<file path="src/rtl/lb_seq_pkg.sv">
// Shared types and constants for the line-buffer sequencer.
package lb_seq_pkg;

  typedef enum logic [1:0] {
    StIdle  = 2'd0,
    StPrime = 2'd1,
    StRun   = 2'd2,
    StGap   = 2'd3
  } seq_state_t;

  localparam int unsigned PIXEL_W      = 16;
  localparam int unsigned KERNEL_LINES = 3;

endpackage

</file>
<file path="src/rtl/lb_seq_delay.sv">
// Fixed-length shift delay with asynchronous active-high reset.
module lb_seq_delay #(
  parameter int unsigned Stages = 2,
  parameter int unsigned Width  = 1
) (
  input  logic             clk_i,
  input  logic             rst_i,
  input  logic [Width-1:0] d_i,
  output logic [Width-1:0] q_o
);

  if (Stages == 0) begin : g_bypass
    assign q_o = d_i;
  end else begin : g_pipe
    logic [Width-1:0] stage_q [Stages];
    logic [Width-1:0] stage_d [Stages];

    always_comb begin
      stage_d[0] = d_i;
      for (int unsigned i = 1; i < Stages; i++) begin
        stage_d[i] = stage_q[i-1];
      end
    end

    always_ff @(posedge clk_i or posedge rst_i) begin
      if (rst_i) begin
        for (int unsigned i = 0; i < Stages; i++) begin
          stage_q[i] <= '0;
        end
      end else begin
        stage_q <= stage_d;
      end
    end

    assign q_o = stage_q[Stages-1];
  end

endmodule

</file>
<file path="src/rtl/line_buffer_sequencer.sv">
// Raster sequencer feeding a 3-line buffer: tracks (h,v), primes lines, flags kernel validity.
// Optional statistics outputs are enabled by defining LB_SEQ_STATS_EN.
module line_buffer_sequencer
  import lb_seq_pkg::*;
#(
  parameter int unsigned HRES       = 1280,
  parameter int unsigned VRES       = 720,
  parameter int unsigned LB_LATENCY = 2
) (
  input  logic               clk_in,
  input  logic               rst_in,
  input  logic               pix_valid_in,
  input  logic [PIXEL_W-1:0] pix_data_in,
  input  logic               pix_sof_in,
  output logic               pix_ready_out,
  output logic [10:0]        lb_hcount_out,
  output logic [9:0]         lb_vcount_out,
  output logic [PIXEL_W-1:0] lb_pixel_out,
  output logic               lb_valid_out,
  input  logic               lb_valid_in,
  output logic               window_valid_out,
  output logic [1:0]         state_out,
  output logic               frame_done_out,
`ifdef LB_SEQ_STATS_EN
  output logic [15:0]        frame_count_out,
  output logic [15:0]        drop_count_out,
`endif
  output logic               err_sof_out
);

  localparam logic [10:0] HLast    = 11'(HRES - 1);
  localparam logic [9:0]  VLast    = 10'(VRES - 1);
  localparam logic [1:0]  PrimeMax = 2'(KERNEL_LINES - 1);

  seq_state_t         state_q, state_d;
  logic [10:0]        h_q, h_d, cur_h;
  logic [9:0]         v_q, v_d, cur_v;
  logic [1:0]         primed_q, primed_d, cur_primed;
  logic               lb_valid_q, lb_valid_d;
  logic [PIXEL_W-1:0] lb_pixel_q, lb_pixel_d;
  logic [10:0]        lb_h_q, lb_h_d;
  logic [9:0]         lb_v_q, lb_v_d;
  logic               lb_primed_q, lb_primed_d;
  logic               frame_done_q, frame_done_d;
  logic               err_sof_q, err_sof_d;
  logic               xfer, fwd, drop;
  logic               win_flag;

  assign pix_ready_out = (state_q != StGap);
  assign xfer          = pix_valid_in & pix_ready_out;

  always_comb begin
    state_d      = state_q;
    h_d          = h_q;
    v_d          = v_q;
    primed_d     = primed_q;
    lb_valid_d   = 1'b0;
    lb_pixel_d   = lb_pixel_q;
    lb_h_d       = lb_h_q;
    lb_v_d       = lb_v_q;
    lb_primed_d  = 1'b0;
    frame_done_d = 1'b0;
    err_sof_d    = 1'b0;
    fwd          = 1'b0;
    drop         = 1'b0;
    cur_h        = h_q;
    cur_v        = v_q;
    cur_primed   = primed_q;

    if (state_q == StGap) begin
      state_d = (primed_q < PrimeMax) ? StPrime : StRun;
    end else if (xfer) begin
      if (pix_sof_in) begin
        // SOF always restarts the raster, whether or not a frame was in flight.
        fwd        = 1'b1;
        cur_h      = '0;
        cur_v      = '0;
        cur_primed = '0;
        err_sof_d  = (state_q != StIdle);
        state_d    = StPrime;
      end else if (state_q != StIdle) begin
        fwd = 1'b1;
      end else begin
        drop = 1'b1;
      end

      if (fwd) begin
        lb_valid_d  = 1'b1;
        lb_pixel_d  = pix_data_in;
        lb_h_d      = cur_h;
        lb_v_d      = cur_v;
        lb_primed_d = (cur_primed == PrimeMax);
        if (cur_h == HLast) begin
          h_d = '0;
          if (cur_v == VLast) begin
            v_d          = '0;
            primed_d     = '0;
            frame_done_d = 1'b1;
            state_d      = StIdle;
          end else begin
            v_d      = cur_v + 10'd1;
            primed_d = (cur_primed == PrimeMax) ? cur_primed : cur_primed + 2'd1;
            state_d  = StGap;
          end
        end else begin
          h_d      = cur_h + 11'd1;
          v_d      = cur_v;
          primed_d = cur_primed;
        end
      end
    end
  end

  always_ff @(posedge clk_in or posedge rst_in) begin
    if (rst_in) begin
      state_q      <= StIdle;
      h_q          <= '0;
      v_q          <= '0;
      primed_q     <= '0;
      lb_valid_q   <= 1'b0;
      lb_pixel_q   <= '0;
      lb_h_q       <= '0;
      lb_v_q       <= '0;
      lb_primed_q  <= 1'b0;
      frame_done_q <= 1'b0;
      err_sof_q    <= 1'b0;
    end else begin
      state_q      <= state_d;
      h_q          <= h_d;
      v_q          <= v_d;
      primed_q     <= primed_d;
      lb_valid_q   <= lb_valid_d;
      lb_pixel_q   <= lb_pixel_d;
      lb_h_q       <= lb_h_d;
      lb_v_q       <= lb_v_d;
      lb_primed_q  <= lb_primed_d;
      frame_done_q <= frame_done_d;
      err_sof_q    <= err_sof_d;
    end
  end

  // Primed flag travels alongside the pixel through the line buffer's latency.
  lb_seq_delay #(
    .Stages (LB_LATENCY),
    .Width  (1)
  ) u_primed_dly (
    .clk_i (clk_in),
    .rst_i (rst_in),
    .d_i   (lb_primed_q),
    .q_o   (win_flag)
  );

  assign lb_valid_out     = lb_valid_q;
  assign lb_pixel_out     = lb_pixel_q;
  assign lb_hcount_out    = lb_h_q;
  assign lb_vcount_out    = lb_v_q;
  assign frame_done_out   = frame_done_q;
  assign err_sof_out      = err_sof_q;
  assign state_out        = state_q;
  assign window_valid_out = lb_valid_in & win_flag;

`ifdef LB_SEQ_STATS_EN
  logic [15:0] frame_count_q, frame_count_d;
  logic [15:0] drop_count_q, drop_count_d;

  always_comb begin
    frame_count_d = frame_count_q + (frame_done_d ? 16'd1 : 16'd0);
    drop_count_d  = drop_count_q;
    if (drop && (drop_count_q != 16'hFFFF)) begin
      drop_count_d = drop_count_q + 16'd1;
    end
  end

  always_ff @(posedge clk_in or posedge rst_in) begin
    if (rst_in) begin
      frame_count_q <= '0;
      drop_count_q  <= '0;
    end else begin
      frame_count_q <= frame_count_d;
      drop_count_q  <= drop_count_d;
    end
  end

  assign frame_count_out = frame_count_q;
  assign drop_count_out  = drop_count_q;
`endif

endmodule

</file>
<file path="config.mk">
export PLATFORM = sky130hd
export DESIGN_NAME = line_buffer_sequencer
export DESIGN_NICKNAME = d
export VERILOG_FILES = /design/src/rtl/lb_seq_pkg.sv /design/src/rtl/lb_seq_delay.sv /design/src/rtl/line_buffer_sequencer.sv
export SDC_FILE = /design/constraint.sdc
export NUM_CORES = 1
export LEC_CHECK = 0
export BUFFER_PORTS_ARGS = -buffer_cell sky130_fd_sc_hd__clkbuf_2
export CORE_MARGIN = 3
export CORE_UTILIZATION = 54
export DETAILED_ROUTE_END_ITERATION = 16
export PLACE_DENSITY = 0.79
export SLEW_MARGIN = 15
export SYNTH_ARGS = -nofsm -noshare
export SYNTH_HDL_FRONTEND = slang
export SYNTH_SLANG_ARGS = --single-unit
export TNS_END_PERCENT = 50
</file>
<file path="constraint.sdc">
create_clock -name clk_in -period 2.7 [get_ports clk_in]
set_input_delay 0.135 -clock clk_in [delete_from_list [all_inputs] [get_ports clk_in]]
set_output_delay 0.135 -clock clk_in [all_outputs]
set_load 0.02 [all_outputs]
</file>
# Word level (Yosys, flattened, before mapping)
# Cells that the tools add are included.
[op_classes]
addsub = 3
n_lt_le_gt_ge = 1
eq_ne = 5
n_mux = 40
bitwise_logic = 3
reduce_logical = 3
[op_table]
columns = ["cell", "n"]
rows = [
  ["2-to-1 mux 10 bit", 5],
  ["2-to-1 mux 11 bit", 4],
  ["2-to-1 mux 2 bit", 13],
  ["2-to-1 mux 1 bit", 18],
  ["adder 11 x 1 -> 11 bit (second input constant)", 1],
  ["== test 11 bit (second input constant)", 1],
  ["adder 10 x 1 -> 10 bit (second input constant)", 1],
  ["== test 10 bit (second input constant)", 1],
  ["== test 2 bit (second input constant)", 2],
  ["nonzero test 2 bit", 2],
  ["AND reduction 3 bit", 1],
  ["adder 2 x 1 -> 2 bit (second input constant)", 1],
  ["bitwise AND 1 bit", 2],
  ["less-than comparator 2 bit (second input constant)", 1],
  ["inequality test 2 bit (second input constant)", 1],
  ["inverter 1 bit", 1],
]
[word_totals]
regBits = 68
input_bits = 21
out_inout_bits = 44
word_cells = 68

# Longest topological paths before layout
[logic_depth]
depth_word = 10
ltp_mapped = 10

# Hierarchy
# A second synthesis with hierarchy kept.
[unflattened]
cells_unflattened = 348
hier_area_um2 = 3198.1
[modules_own_cells]
columns = ["module", "instances", "cells_per_inst", "area_per_inst_um2", "seq_area_each_um2"]
rows = [
  ["line_buffer_sequencer", 1, 345, 3144.3, 1651.6],
  ["lb_seq_delay", 1, 3, 53.8, 50.0],
]

# Worst setup path after synthesis
# OpenSTA, ideal clock, no wires.
[synth_timing]
path_kind = "register to register"
startpoint = "register h_q[0]"
endpoint = "register state_q[1] (netlist: state_out[1])"
arrival_ns = 1.822
path_slack_ns = 0.739
path_stages_with_launch = 9
period_less_slack_ns = 1.961
cell_sequence = "dfrtp_1 nor2b_1 ha_1 and4b_1 and4_4 buf_2 nor2_1 o311ai_0 o21ai_0"
[synth_between]
elab_chain_len = 8
[synth_lines]
columns = ["item", "line", "source"]
rows = [
  ["from (decl)", "line_buffer_sequencer.sv:36", "logic [10:0] h_q, h_d, cur_h;"],
  ["from (signal assigned)", "line_buffer_sequencer.sv:117", "h_q <= '0;"],
  ["from (signal assigned)", "line_buffer_sequencer.sv:129", "h_q <= h_d;"],
  ["2-to-1 mux 11 bit", "line_buffer_sequencer.sv:73", "if (pix_sof_in) begin"],
  ["2-to-1 mux 11 bit", "line_buffer_sequencer.sv:72", "end else if (xfer) begin"],
  ["2-to-1 mux 11 bit", "line_buffer_sequencer.sv:70", "if (state_q == StGap) begin"],
  ["== test 11 bit", "line_buffer_sequencer.sv:93", "if (cur_h == HLast) begin"],
  ["2-to-1 mux 2 bit", "line_buffer_sequencer.sv:93", ""],
  ["2-to-1 mux 2 bit", "line_buffer_sequencer.sv:87", "if (fwd) begin"],
  ["2-to-1 mux 2 bit", "line_buffer_sequencer.sv:72", ""],
  ["2-to-1 mux 2 bit", "line_buffer_sequencer.sv:70", ""],
  ["to (signal assigned)", "line_buffer_sequencer.sv:116", "state_q <= StIdle;"],
  ["to (signal assigned)", "line_buffer_sequencer.sv:128", "state_q <= state_d;"],
  ["to (decl)", "line_buffer_sequencer.sv:35", "seq_state_t state_q, state_d;"],
]
# No other way between the ends. The select of a mux whose other input is x is not followed.
# A chain may end at the register's enable or synchronous reset.

# Final worst setup path
[layout_timing]
startpoint = "register h_q[0]"
endpoint = "register v_q[8]"
[layout_between]
elab_chain_len = 5
[layout_lines]
columns = ["item", "line", "source"]
rows = [
  ["2-to-1 mux 11 bit", "line_buffer_sequencer.sv:73", ""],
  ["2-to-1 mux 11 bit", "line_buffer_sequencer.sv:72", ""],
  ["2-to-1 mux 11 bit", "line_buffer_sequencer.sv:70", ""],
  ["== test 11 bit", "line_buffer_sequencer.sv:93", ""],
  ["2-to-1 mux 10 bit", "line_buffer_sequencer.sv:93", ""],
  ["to (signal assigned)", "line_buffer_sequencer.sv:130", "v_q <= v_d;"],
  ["to (decl)", "line_buffer_sequencer.sv:37", "logic [9:0] v_q, v_d, cur_v;"],
]
# No other way between the ends. The select of a mux whose other input is x is not followed.

==> qor.txt <==
Core area = 5540 um2
Crit path depth = 7
Final GP Congestion = 0.956
N_diodes = 0
Global-route wire length before repair = 12.6 mm
Syn_nets = 374
Fin Clk Skew = 0.00808 ns
Iter 0 DRT Violations = 302
Sequential-to-total area share from yosys stat = 54.6%
CTS max path bufs = 2
Startpoint Class = flip-flop
GRT overflow = 0
RR Endpoint = v_q[8]
Root Buffer = clkbuf_8
Final setup violating endpoints = 0
Fin crit period = 2.27 ns
Setup Buffers After CTS = 0
DRT Pass-1 Iters = 5
Share of layout cells above drive strength 1 = 21.4%
Reg-to-reg slack, setup = 0.43 ns
Routed vias = 2722
CTS tree = yes
R2r startpoint = h_q[0]
Ys Warns = 0
Hold-critical path endpoint = err_sof_out
Status = finished clean
Critical Path RT = 2.95 ns
VDD IR max = 0.431 mV
Final net count = 455
Fmax = 440 MHz
Setup CP Type = reg2reg
Routed WL = 7.41 mm
Hold_sp = pix_valid_in
Unrepaired setup endpoints after global routing = false
Maximum fanout along the worst path = 15
Unique masters post-synth = 38
Clock Sink Count = 68
Slew Limit Headroom = 51.7%
Post-DR wirelength/cell = 14.7 um
Pin count of the biggest net entering global routing = 77
Tcrit/Tclk final = 84.2%
Max-cap viol count = 0
Yosys reg bits = 68
Final Slew Violations = 0
P&R area growth vs syn = 25.6%
Die Height = 81.9 um
H-tree depth = 3
Slowest stage delay, CP = 0.38 ns
Worst hold path type = in2reg
Crit-path slowest cell = or3_1
Min-Delay Path Depth = 3
PD cells = 624 nW/um2
Row count = 27
Cells after Synth = 349
Ports = 65
Vias in the first global route = 2621
Worst Tran Pin Value = 0.723 ns
CTS Buf Count = 9
Overall routing resource usage = 24.9%
Netlist Area Pre-Place = 3110 um2
Die extent in x = 81.9 um
Die Footprint = 6710 um2
Clk Latency, worst-skew pair = 0.34 ns
ANT nets after route = 0
Final setup TNS = 0 ns
# port buffers = 64
Register clock-pin slew on the reported worst setup and hold paths = 0.07 ns
Largest delay contributor family on the critical path = simple AND/OR/NAND/NOR gates
Worst path cell trace = nor2b_1, ha_1, and4b_1, and4_4, nand2_2, or3_1, o31ai_1
Buf/Inv on CP = 0
Post-route DRC violation count = 0
Initial antenna violation count = 0
Post-DP HPWL = 4.79 mm
Pleak = 1.93 nW
Starting Density = 56.2%
Hold Violations, Final = 0
Syn Area/Cell = 8.92 um2
Number of vias per cell = 5.38
Hold Slack = 0.0679 ns
PnR Total Power = 2.44 mW
CP Data Arrival Time = 2.52 ns
Crit. End Element = flip-flop
Worst r2r path cells = 7
Fill cells = 441
## per-stage QoR
step,util (%),area (um2),cells,setup slack (ns)
floorplan,-,3110,349,0.739
global placement,63.5,3520,474,0.487
detailed placement,63.5,3520,474,0.358
CTS,70.6,3910,506,0.421
global route,70.6,3910,506,0.255
finish,70.6,3910,506,0.428
## cell families (layout without fill, tap and decap cells)
group	after synthesis	in the layout	synth area share [%]
simple gates	175	175	25.7
compound gates	68	68	12.7
flops	68	68	54.6
buf+inv	29	114	3.78
fa+ha+maj	4	4	1.61
mux	4	4	1.37
xor+xnor	1	1	0.281
## placed cells by master (no fill, tap or decap), types with 3 or more instances in the layout
master         count
buf_4              6
nand2b_1           6
clkbuf_2          64
and4b_1            3
ha_1               4
nor3_1             6
a21oi_1           10
nor4_1             3
o21ai_0           38
inv_1              9
dfrtp_1           68
dlygate4sd3_1     17
nand3_1           11
nor2_1            16
nor2b_1            7
clkbuf_8          11
nand2_1          106
and3_1             5
o31ai_1            9
## flip-flops by register name (all words and copies together) (netlist names)
register and flops:
u_primed_dly.g_pipe.stage_d 1, lb_hcount_out 11, frame_done_out 1, primed_q 2, lb_vcount_out 10, state_out 2, v_q 10, h_q 11
lb_primed_q 1, lb_pixel_out 16, u_primed_dly.q_o 1, err_sof_out 1, lb_valid_out 1
## layer usage
metal  up-vias  wire length, um  track usage, %
met1      1257             3290            34.4
li1       1344                -               -
met5         -                0               0
met2       106             3440            36.9
met3        15              546            5.15
met4         0              147            13.1
## layout make-up
cell class	count	area, um2	share of cell area [%]
Tap cell	72	90.1	2.30
Multi-Input combinational cell	252	1300	33.2
Clock inverter	4	72.6	1.85
Sequential cell	68	1700	43.5
Inverter	11	41.3	1.06
Timing Repair Buffer	88	556	14.2
Clock buffer	11	151	3.87
## repair_timing
item                      in CTS  in global routing
hold endpoints to repair      49                  0
hold buffers                  17                  0
resized for setup              0                  0
## synth_stat cells (all sizes together)
cell | instances | area, um2
nor2 | 16 | 60.1
o211ai | 2 | 15.0
nor3 | 6 | 30.0
or4b | 1 | 10.0
and4 | 2 | 20.0
and4bb | 1 | 12.5
and2 | 2 | 12.5
clkbuf | 9 | 33.8
o31a | 1 | 8.76
o221ai | 1 | 8.76
or3 | 2 | 12.5
nor4bb | 1 | 10.0
nor2b | 7 | 43.8
dfrtp | 68 | 1700
xnor2 | 1 | 8.76
and3 | 5 | 31.3
nand3 | 12 | 60.1
nor4 | 3 | 18.8
inv | 11 | 41.3
o311ai | 2 | 17.5
mux2 | 2 | 22.5
ha | 4 | 50.1
nand4 | 1 | 6.26
a21oi | 10 | 50.1
o21ai | 38 | 190
o31ai | 9 | 67.6
a31oi | 2 | 12.5
buf | 9 | 42.5
and4b | 3 | 30.0
nand2 | 107 | 404
a22o | 2 | 17.5
nand2b | 6 | 37.5
mux2i | 2 | 20.0
o22ai | 1 | 6.26
## tightest hold or removal path, delay by kind of cell
kind          cells  cell delay [ns]
buf+inv           2             0.20
simple gates      1             0.05
## report_power, final
group / internal, mW / switching, mW / leakage (nW)
sequential: 1.09 / 0.0557 / 0.908
clock: 0.564 / 0.363 / 0.111
combinational: 0.128 / 0.239 / 0.915
total: 1.79 / 0.658 / 1.93
## worst max-delay path by stage
stage                    start      endpoint
floorplan               h_q[0]  state_out[1]
global placement    pix_sof_in        v_q[8]
detailed placement  pix_sof_in        v_q[8]
CTS                     h_q[0]        v_q[8]
global route            h_q[0]        v_q[8]
finish                  h_q[0]        v_q[8]
Note: power is estimated with default switching activity, not from simulation.
